File: config.mk
export PLATFORM = sky130hd
export DESIGN_NAME = mesm6_bitops
export DESIGN_NICKNAME = d
export VERILOG_FILES = /design/src/rtl/mesm6_bitops_pkg.sv /design/src/rtl/mesm6_bitops_clz.sv /design/src/rtl/mesm6_bitops.sv
export SDC_FILE = /design/constraint.sdc
export NUM_CORES = 2
export LEC_CHECK = 0
export ABC_AREA = 1
export ABC_CLOCK_PERIOD_IN_PS = 6050
export BUFFER_PORTS_ARGS = -buffer_cell sky130_fd_sc_hd__buf_4
export CORE_MARGIN = 2
export CORE_UTILIZATION = 49
export CTS_CLUSTER_SIZE = 12
export DETAILED_ROUTE_END_ITERATION = 8
export GPL_ROUTABILITY_DRIVEN = 0
export PLACE_DENSITY = 0.7
export SYNTH_ARGS = -nofsm -noshare
export SYNTH_HDL_FRONTEND = slang
export SYNTH_SLANG_ARGS = --single-unit
File: constraint.sdc
create_clock -name clk -period 6.05 [get_ports clk]
set_input_delay 0.3025 -clock clk [delete_from_list [all_inputs] [get_ports clk]]
set_output_delay 0.3025 -clock clk [all_outputs]
set_load 0.005 [all_outputs]
File: src/rtl/mesm6_bitops_pkg.sv
// Shared types and helpers for the MESM-6 multi-cycle bit-manipulation unit.
package mesm6_bitops_pkg;

    typedef enum logic [2:0] {
        NOP    = 3'd0,
        SHIFT  = 3'd1,
        ROTATE = 3'd2,
        PACK   = 3'd3,
        UNPACK = 3'd4,
        COUNT  = 3'd5,
        CLZ    = 3'd6
    } bitops_op_t;

    typedef enum logic [1:0] {
        IDLE   = 2'd0,
        RUN    = 2'd1,
        CARRY  = 2'd2,
        FINISH = 2'd3
    } state_t;

    // Distance moved on one RUN edge: what is left, capped at the per-cycle step.
    function automatic int unsigned step_dist(input int unsigned remaining,
                                              input int unsigned step);
        return (remaining < step) ? remaining : step;
    endfunction

endpackage

File: src/rtl/mesm6_bitops_clz.sv
// Leading-zero count plus one (0 for an all-zero word); purely combinational.
module mesm6_bitops_clz #(
    parameter int unsigned WIDTH = 48
) (
    input  logic [WIDTH-1:0]              vec_i,
    output logic [$clog2(WIDTH+1)-1:0]    lz1_c
);
    localparam int unsigned CW = $clog2(WIDTH + 1);

    // Highest set bit wins because it is visited last.
    always_comb begin
        lz1_c = '0;
        for (int i = 0; i < WIDTH; i++) begin
            if (vec_i[i]) lz1_c = CW'(WIDTH - 32'(i));
        end
    end

endmodule

File: src/rtl/mesm6_bitops.sv
// MESM-6 bit-manipulation unit: shift, rotate, pack, unpack, popcount and CLZ
// with a start/busy/done handshake and abort.
module mesm6_bitops
    import mesm6_bitops_pkg::*;
#(
    parameter int unsigned WIDTH = 48,
    parameter int unsigned STEP  = 4,
    parameter int unsigned SW    = 7
) (
    input  logic             clk,
    input  logic             reset,
    input  logic             start,
    input  bitops_op_t       op,
    input  logic [WIDTH-1:0] a,
    input  logic [WIDTH-1:0] b,
    input  logic [SW-1:0]    shamt,
    input  logic             abort,
    output logic             busy,
    output logic             done,
    output logic [WIDTH-1:0] acc,
    output logic [WIDTH-1:0] y
);
    localparam int unsigned AW = $clog2(WIDTH);
    localparam int unsigned CW = (SW > AW) ? SW : AW;
    localparam int unsigned PW = $clog2(WIDTH + 1);
    localparam int unsigned W1 = WIDTH + 1;

    state_t           state_q, state_d;
    bitops_op_t       op_q, op_d;
    logic             busy_q, busy_d;
    logic             done_q, done_d;
    logic [WIDTH-1:0] acc_q, acc_d;
    logic [WIDTH-1:0] y_q, y_d;
    logic [WIDTH-1:0] src_q, src_d;
    logic [WIDTH-1:0] msk_q, msk_d;
    logic [CW-1:0]    rem_q, rem_d;
    logic [AW-1:0]    idx_q, idx_d;
    logic [AW-1:0]    pos_q, pos_d;
    logic             dir_q, dir_d;   // 1 = right
    logic             cy_q, cy_d;

    logic [SW-1:0]      mag_c;
    logic [CW-1:0]      rot_c;
    logic [CW-1:0]      dist_c;
    logic [PW-1:0]      pop_c;
    logic [PW-1:0]      clz_c;
    logic [W1-1:0]      cnt_sum_c;
    logic [W1-1:0]      clz_sum_c;
    logic [WIDTH-1:0]   msk_next_c;
    logic [2*WIDTH-1:0] wide_c;

    mesm6_bitops_clz #(.WIDTH(WIDTH)) u_clz (
        .vec_i (a),
        .lz1_c (clz_c)
    );

    assign mag_c      = shamt[SW-1] ? -shamt : shamt;
    assign rot_c      = CW'(32'(mag_c) % WIDTH);
    assign dist_c     = CW'(step_dist(32'(rem_q), STEP));
    assign msk_next_c = msk_q >> 1;
    assign cnt_sum_c  = W1'(pop_c) + W1'(b);
    assign clz_sum_c  = W1'(clz_c) + W1'(b);

    always_comb begin
        pop_c = '0;
        for (int i = 0; i < WIDTH; i++) pop_c = pop_c + PW'(a[i]);
    end

    // Next-state and datapath; acc/y double as the working registers.
    always_comb begin
        state_d = state_q;
        op_d    = op_q;
        busy_d  = busy_q;
        done_d  = 1'b0;
        acc_d   = acc_q;
        y_d     = y_q;
        src_d   = src_q;
        msk_d   = msk_q;
        rem_d   = rem_q;
        idx_d   = idx_q;
        pos_d   = pos_q;
        dir_d   = dir_q;
        cy_d    = cy_q;
        wide_c  = '0;

        case (state_q)
            IDLE: begin
                if (start && !abort) begin
                    busy_d  = 1'b1;
                    acc_d   = '0;
                    y_d     = '0;
                    src_d   = a;
                    msk_d   = b;
                    idx_d   = '0;
                    pos_d   = '0;
                    rem_d   = '0;
                    cy_d    = 1'b0;
                    dir_d   = ~shamt[SW-1];
                    state_d = FINISH;
                    case (op)
                        SHIFT: begin
                            op_d  = SHIFT;
                            acc_d = a;
                            rem_d = CW'(mag_c);
                            if (mag_c != '0) state_d = RUN;
                        end
                        ROTATE: begin
                            op_d  = ROTATE;
                            acc_d = a;
                            rem_d = rot_c;
                            if (rot_c != '0) state_d = RUN;
                        end
                        PACK, UNPACK: begin
                            op_d = op;
                            if (b != '0) state_d = RUN;
                        end
                        COUNT: begin
                            op_d          = COUNT;
                            {cy_d, acc_d} = cnt_sum_c;
                            state_d       = CARRY;
                        end
                        CLZ: begin
                            op_d          = CLZ;
                            {cy_d, acc_d} = clz_sum_c;
                            y_d           = a << clz_c;
                            state_d       = CARRY;
                        end
                        default: begin
                            op_d  = NOP;
                            acc_d = a;
                            y_d   = a;
                        end
                    endcase
                end
            end

            RUN: begin
                case (op_q)
                    SHIFT: begin
                        if (dir_q) {acc_d, y_d} = {acc_q, y_q} >> dist_c;
                        else       {y_d, acc_d} = {y_q, acc_q} << dist_c;
                        rem_d = rem_q - dist_c;
                        if (rem_q == dist_c) state_d = FINISH;
                    end
                    ROTATE: begin
                        if (dir_q) begin
                            wide_c = {acc_q, acc_q} >> dist_c;
                            acc_d  = wide_c[WIDTH-1:0];
                        end else begin
                            wide_c = {acc_q, acc_q} << dist_c;
                            acc_d  = wide_c[2*WIDTH-1:WIDTH];
                        end
                        rem_d = rem_q - dist_c;
                        if (rem_q == dist_c) state_d = FINISH;
                    end
                    PACK: begin
                        if (msk_q[0]) begin
                            acc_d[idx_q] = src_q[0];
                            idx_d        = idx_q + AW'(1);
                        end
                        src_d = src_q >> 1;
                        msk_d = msk_next_c;
                        pos_d = pos_q + AW'(1);
                        if (msk_next_c == '0) state_d = FINISH;
                    end
                    UNPACK: begin
                        if (msk_q[0]) begin
                            acc_d[pos_q] = src_q[0];
                            src_d        = src_q >> 1;
                        end
                        msk_d = msk_next_c;
                        pos_d = pos_q + AW'(1);
                        if (msk_next_c == '0) state_d = FINISH;
                    end
                    default: state_d = FINISH;
                endcase
            end

            // End-around carry of the COUNT/CLZ sum.
            CARRY: begin
                acc_d   = acc_q + WIDTH'(cy_q);
                cy_d    = 1'b0;
                state_d = FINISH;
            end

            FINISH: begin
                done_d  = 1'b1;
                busy_d  = 1'b0;
                state_d = IDLE;
            end

            default: state_d = IDLE;
        endcase

        if (abort && (state_q != IDLE)) begin
            state_d = IDLE;
            busy_d  = 1'b0;
            done_d  = 1'b0;
            acc_d   = '0;
            y_d     = '0;
            cy_d    = 1'b0;
        end
    end

    always_ff @(posedge clk or posedge reset) begin
        if (reset) begin
            state_q <= IDLE;
            op_q    <= NOP;
            busy_q  <= 1'b0;
            done_q  <= 1'b0;
            acc_q   <= '0;
            y_q     <= '0;
            src_q   <= '0;
            msk_q   <= '0;
            rem_q   <= '0;
            idx_q   <= '0;
            pos_q   <= '0;
            dir_q   <= 1'b0;
            cy_q    <= 1'b0;
        end else begin
            state_q <= state_d;
            op_q    <= op_d;
            busy_q  <= busy_d;
            done_q  <= done_d;
            acc_q   <= acc_d;
            y_q     <= y_d;
            src_q   <= src_d;
            msk_q   <= msk_d;
            rem_q   <= rem_d;
            idx_q   <= idx_d;
            pos_q   <= pos_d;
            dir_q   <= dir_d;
            cy_q    <= cy_d;
        end
    end

    assign busy = busy_q;
    assign done = done_q;
    assign acc  = acc_q;
    assign y    = y_q;

endmodule

==> summary.txt <==
GRT
  – Met1 Use GR: 0.565
  – Total congestion overflow: 0
  – Gr busiest metal: met2
  – Vias in the first global route: 35000
  – Largest net degree at the start of global routing: 207
  – First-pass GRT wire length: 206 mm
  – Met3 Track Usage GR: 0.188
  – Initial antenna violation count: 4
  – GRT Util Overall: 0.440
  – M2 GR Usage: 0.598

Power and ir drop
  – Switch share: 0.571
  – NetSw: 11700 uW
  – Pint: 8790 uW
  – Power per cell area: 616 nW/um^2
  – Leak: 0.0149 uW
  – Final Power: 20500 uW
  – Combinational power share: 0.763
  – Reg power frac: 0.144
  – Clock power frac: 0.093
  – Peak VDD IR: 0.997 mV

Clock network
  – CTS tree: built
  – H-tree lvl count: 1
  – Clk_lat worst skew: 0.59 ns
  – Reg clk slew, reported paths: 0.06 ns
  – Clock net sink count: 220
  – CTS Buf Count: 28
  – CTS root buf: clkbuf_16
  – Longest Clk Path Bufs: 3

Critical path
  – Setup CP Type: primary input to flip-flop
  – Critical Path AT: 7.19 ns
  – Maximum fanout along the worst path: 2
  – FF-to-FF End: acc[47]$_DFFE_PP0P_
  – Crit path depth: 34
  – Worst Path Buf+Inv: 14
  – Max incr delay on CP: 0.54 ns
  – Startpoint class of the critical path: primary input
  – CP Data Required Time: 6.53 ns
  – CP delay by family, top: adder cells
  – R2R Setup Slk: 1.10 ns
  – Crit end category: flip-flop
  – FF-to-FF path depth: 22
  – Slowest CP cell: fa_1
  – Reg2reg start: acc[12]$_DFFE_PP0P_
  – Crit-path most repeated cell: fa_1

Logic synthesis
  – Net count of the mapped netlist: 5106
  – Post-synthesis sequential area ratio: 0.193
  – Avg Inst Size Synth: 5.82 um^2
  – Number of synthesized register bits: 220
  – Post-synth EDFFs: 0
  – Post-synthesis instance area: 28600 um^2
  – Ys async rst share: 1.00
  – Synth warn: 0
  – Dominant synthesized flop cell: dfrtp_1
  – Synth cell types: 54
  – Mapped Cells: 4913

Detailed routing
  – Vias: 38800
  – ANT nets after route: 0
  – Starting DRC count in detailed routing: 7126
  – WL per Instance: 23.6 um
  – DR pass1 iterations: 9
  – Drt total wl: 138 mm
  – Vias per cell: 6.66
  – DRC: 0

Run
  – Max cap viols: 1

Placed design
  – Hpwl dp: 97.8 mm
  – I/O Buffers: 207
  – Placed Cells: 5726
  – DP Worst Slack: -1.27 ns

Final layout
  – Layout cells sized above 1: 0.128
  – Antenna diode count: 0
  – Util after Layout: 0.577
  – Fillers: 5893
  – Register area: 5510 um^2
  – Nets@finish: 5231
  – Commonest non-fill, non-tap cells in the layout: nand2_1, o21ai_0, inv_1
  – Cell Count, Final, Fillers Out: 5824
  – Most common cell after layout, fill and taps aside: nand2_1
  – Synth-to-layout area growth: 16.4%
  – Area of the multi-input gates: 20200 um^2

Die
  – Die width: 246 um
  – Site Rows: 88
  – Die height: 246 um
  – Die area: 60300 um^2
  – Ports: 208
  – Starting Density: 0.496
  – Core ar.: 57700 um^2

Timing
  – Worst clock skew: 0.0203 ns
  – Max Slew Vio Count: 0
  – Tmin final: 6.72 ns
  – Slew HR: 0.0251
  – RSZ-0062 raised after global routing: true
  – Setup_tns: -16.92 ns
  – Final worst path period share: 1.11
  – Hold Fails Final Rpt: 0
  – Fmax: 149 MHz
  – Worst Tran Pin Value: 1.43 ns
  – Min setup slack post-route: -0.666 ns
  – # setup viols final: 42

Hold path
  – Hold worst-path end: op_q[0]$_DFFE_PP0P_
  – Worst hold path type: primary input to flip-flop
  – Hold path start: op[0]
  – Worst hold path cell count: 3

Run status
  – Status: finished, violations left
  – Failing checks: capacitance limit, setup timing
cell usage after synthesis, drive strengths merged, types with 10 or more instances:
cell type | number | share of area
nor2 | 298 | 0.039
ha | 41 | 0.018
nor3 | 101 | 0.018
nand2 | 1202 | 0.16
nand4 | 31 | 0.0068
clkinv | 12 | 0.0016
o32ai | 11 | 0.0034
nor4 | 51 | 0.011
o311ai | 83 | 0.025
fa | 42 | 0.029
xor2 | 14 | 0.0043
or2 | 15 | 0.0033
a221oi | 18 | 0.0055
a2111oi | 12 | 0.0037
mux2i | 10 | 0.0035
o211ai | 157 | 0.041
buf | 63 | 0.011
a21oi | 247 | 0.043
o221ai | 40 | 0.012
o2111ai | 11 | 0.0034
dfrtp | 220 | 0.19
a211oi | 35 | 0.0092
inv | 572 | 0.075
a31oi | 37 | 0.0081
nand3 | 532 | 0.093
clkbuf | 268 | 0.035
o22ai | 31 | 0.0068
o21ai | 715 | 0.13
routing by layer:
| metal | up-vias | share of wire | wire [um] |
|---|---|---|---|
| met3 | 847 | 0.17 | 24000 |
| met4 | 4 | 0.083 | 11400 |
| met1 | 17400 | 0.36 | 49200 |
| met2 | 3313 | 0.39 | 53000 |
| met5 | - | 0.00018 | 25 |
| li1 | 17200 | - | - |
power by group through the flow:
stage                     Sequential (uW)  Combinational, uW  Clock, uW
after floorplan                      2580               8550          0
after global placement               2880              12800          0
after detailed placement             2890              12900          0
after CTS                            2860              14300       1900
after global routing                 2960              16700       1970
final                                2950              15600       1900
area by class of cell:
type | instances | share of cell area
tap | 765 | 0.0288
sequential | 220 | 0.166
multi-input combinational | 3778 | 0.608
inverter | 584 | 0.0666
clock buffer | 33 | 0.0232
timing repair buffer | 426 | 0.0999
clock inverter | 18 | 0.00760
state kept, by name (all words and copies together) (netlist names):
| signal | cells |
|---|---|
| msk_q | 48 |
| op_q | 3 |
| idx_q | 6 |
| done | 1 |
| src_q | 48 |
| dir_q | 1 |
| cy_q | 1 |
| y | 48 |
| state_q | 2 |
| pos_q | 6 |
| acc | 48 |
| rem_q | 7 |
| busy | 1 |
cells by family (layout without fill, tap and decap cells):
| logic type | count (synthesis) | after routing | share of synthesized area |
|---|---|---|---|
| fa+ha+maj | 83 | 83 | 0.0474 |
| xor+xnor | 14 | 14 | 0.00429 |
| buf+inv | 915 | 1061 | 0.123 |
| flops | 220 | 220 | 0.193 |
| compound gates | 1433 | 1433 | 0.298 |
| mux | 10 | 10 | 0.00350 |
| other cells | 1 | 1 | 0.000131 |
| simple gates | 2237 | 2237 | 0.332 |
worst max-delay path by stage:
stage	slack, ns	from	end
2_1_floorplan	-0.64	a[35]	acc[38]$_DFFE_PP0P_
3_3_place_gp	-1.14	a[35]	acc[32]$_DFFE_PP0P_
3_5_place_dp	-1.27	a[35]	acc[32]$_DFFE_PP0P_
4_1_cts	-0.44	a[35]	acc[22]$_DFFE_PP0P_
5_1_grt	-0.82	a[35]	acc[32]$_DFFE_PP0P_
6_report	-0.67	a[35]	acc[18]$_DFFE_PP0P_
metrics by stage:
step                      hold WS [ns]  cell area (um^2)
final                           0.0309             33300
after floorplan                  0.447             28700
after global placement           0.465             31300
after detailed placement         0.467             31300
after global routing            0.0541             33300
after CTS                       0.0203             33000
worst reg2reg max path, stage by stage (launching register included):
cell and delay (ns):
dfrtp_1 0.59, clkinv_1 0.48, nor4_1 0.38, nand2_1 0.12, nor3_1 0.50, nand3_1 0.17
nor2_1 0.23, nand3_1 0.17, nor2_1 0.17, nand2_1 0.11, nor3_1 0.19, nand2_1 0.12
nor2_1 0.18, nand2_1 0.12, nor2_1 0.10, inv_1 0.08, nor4_1 0.42, nand4_1 0.19
a21oi_1 0.16, o21ai_0 0.11, nand3_1 0.11, nand3_1 0.08, o21ai_1 0.10
timing repair:
action / 4_1_cts / 5_1_grt
pin swaps: 53 / 64
setup buffers: 49 / 14
hold endpoints to repair: 31 / 0
hold buffers: 1 / 0
endpoints found under the setup margin: 39 / 43
resized for setup: 94 / 90
(Power assumes the default switching activity.)
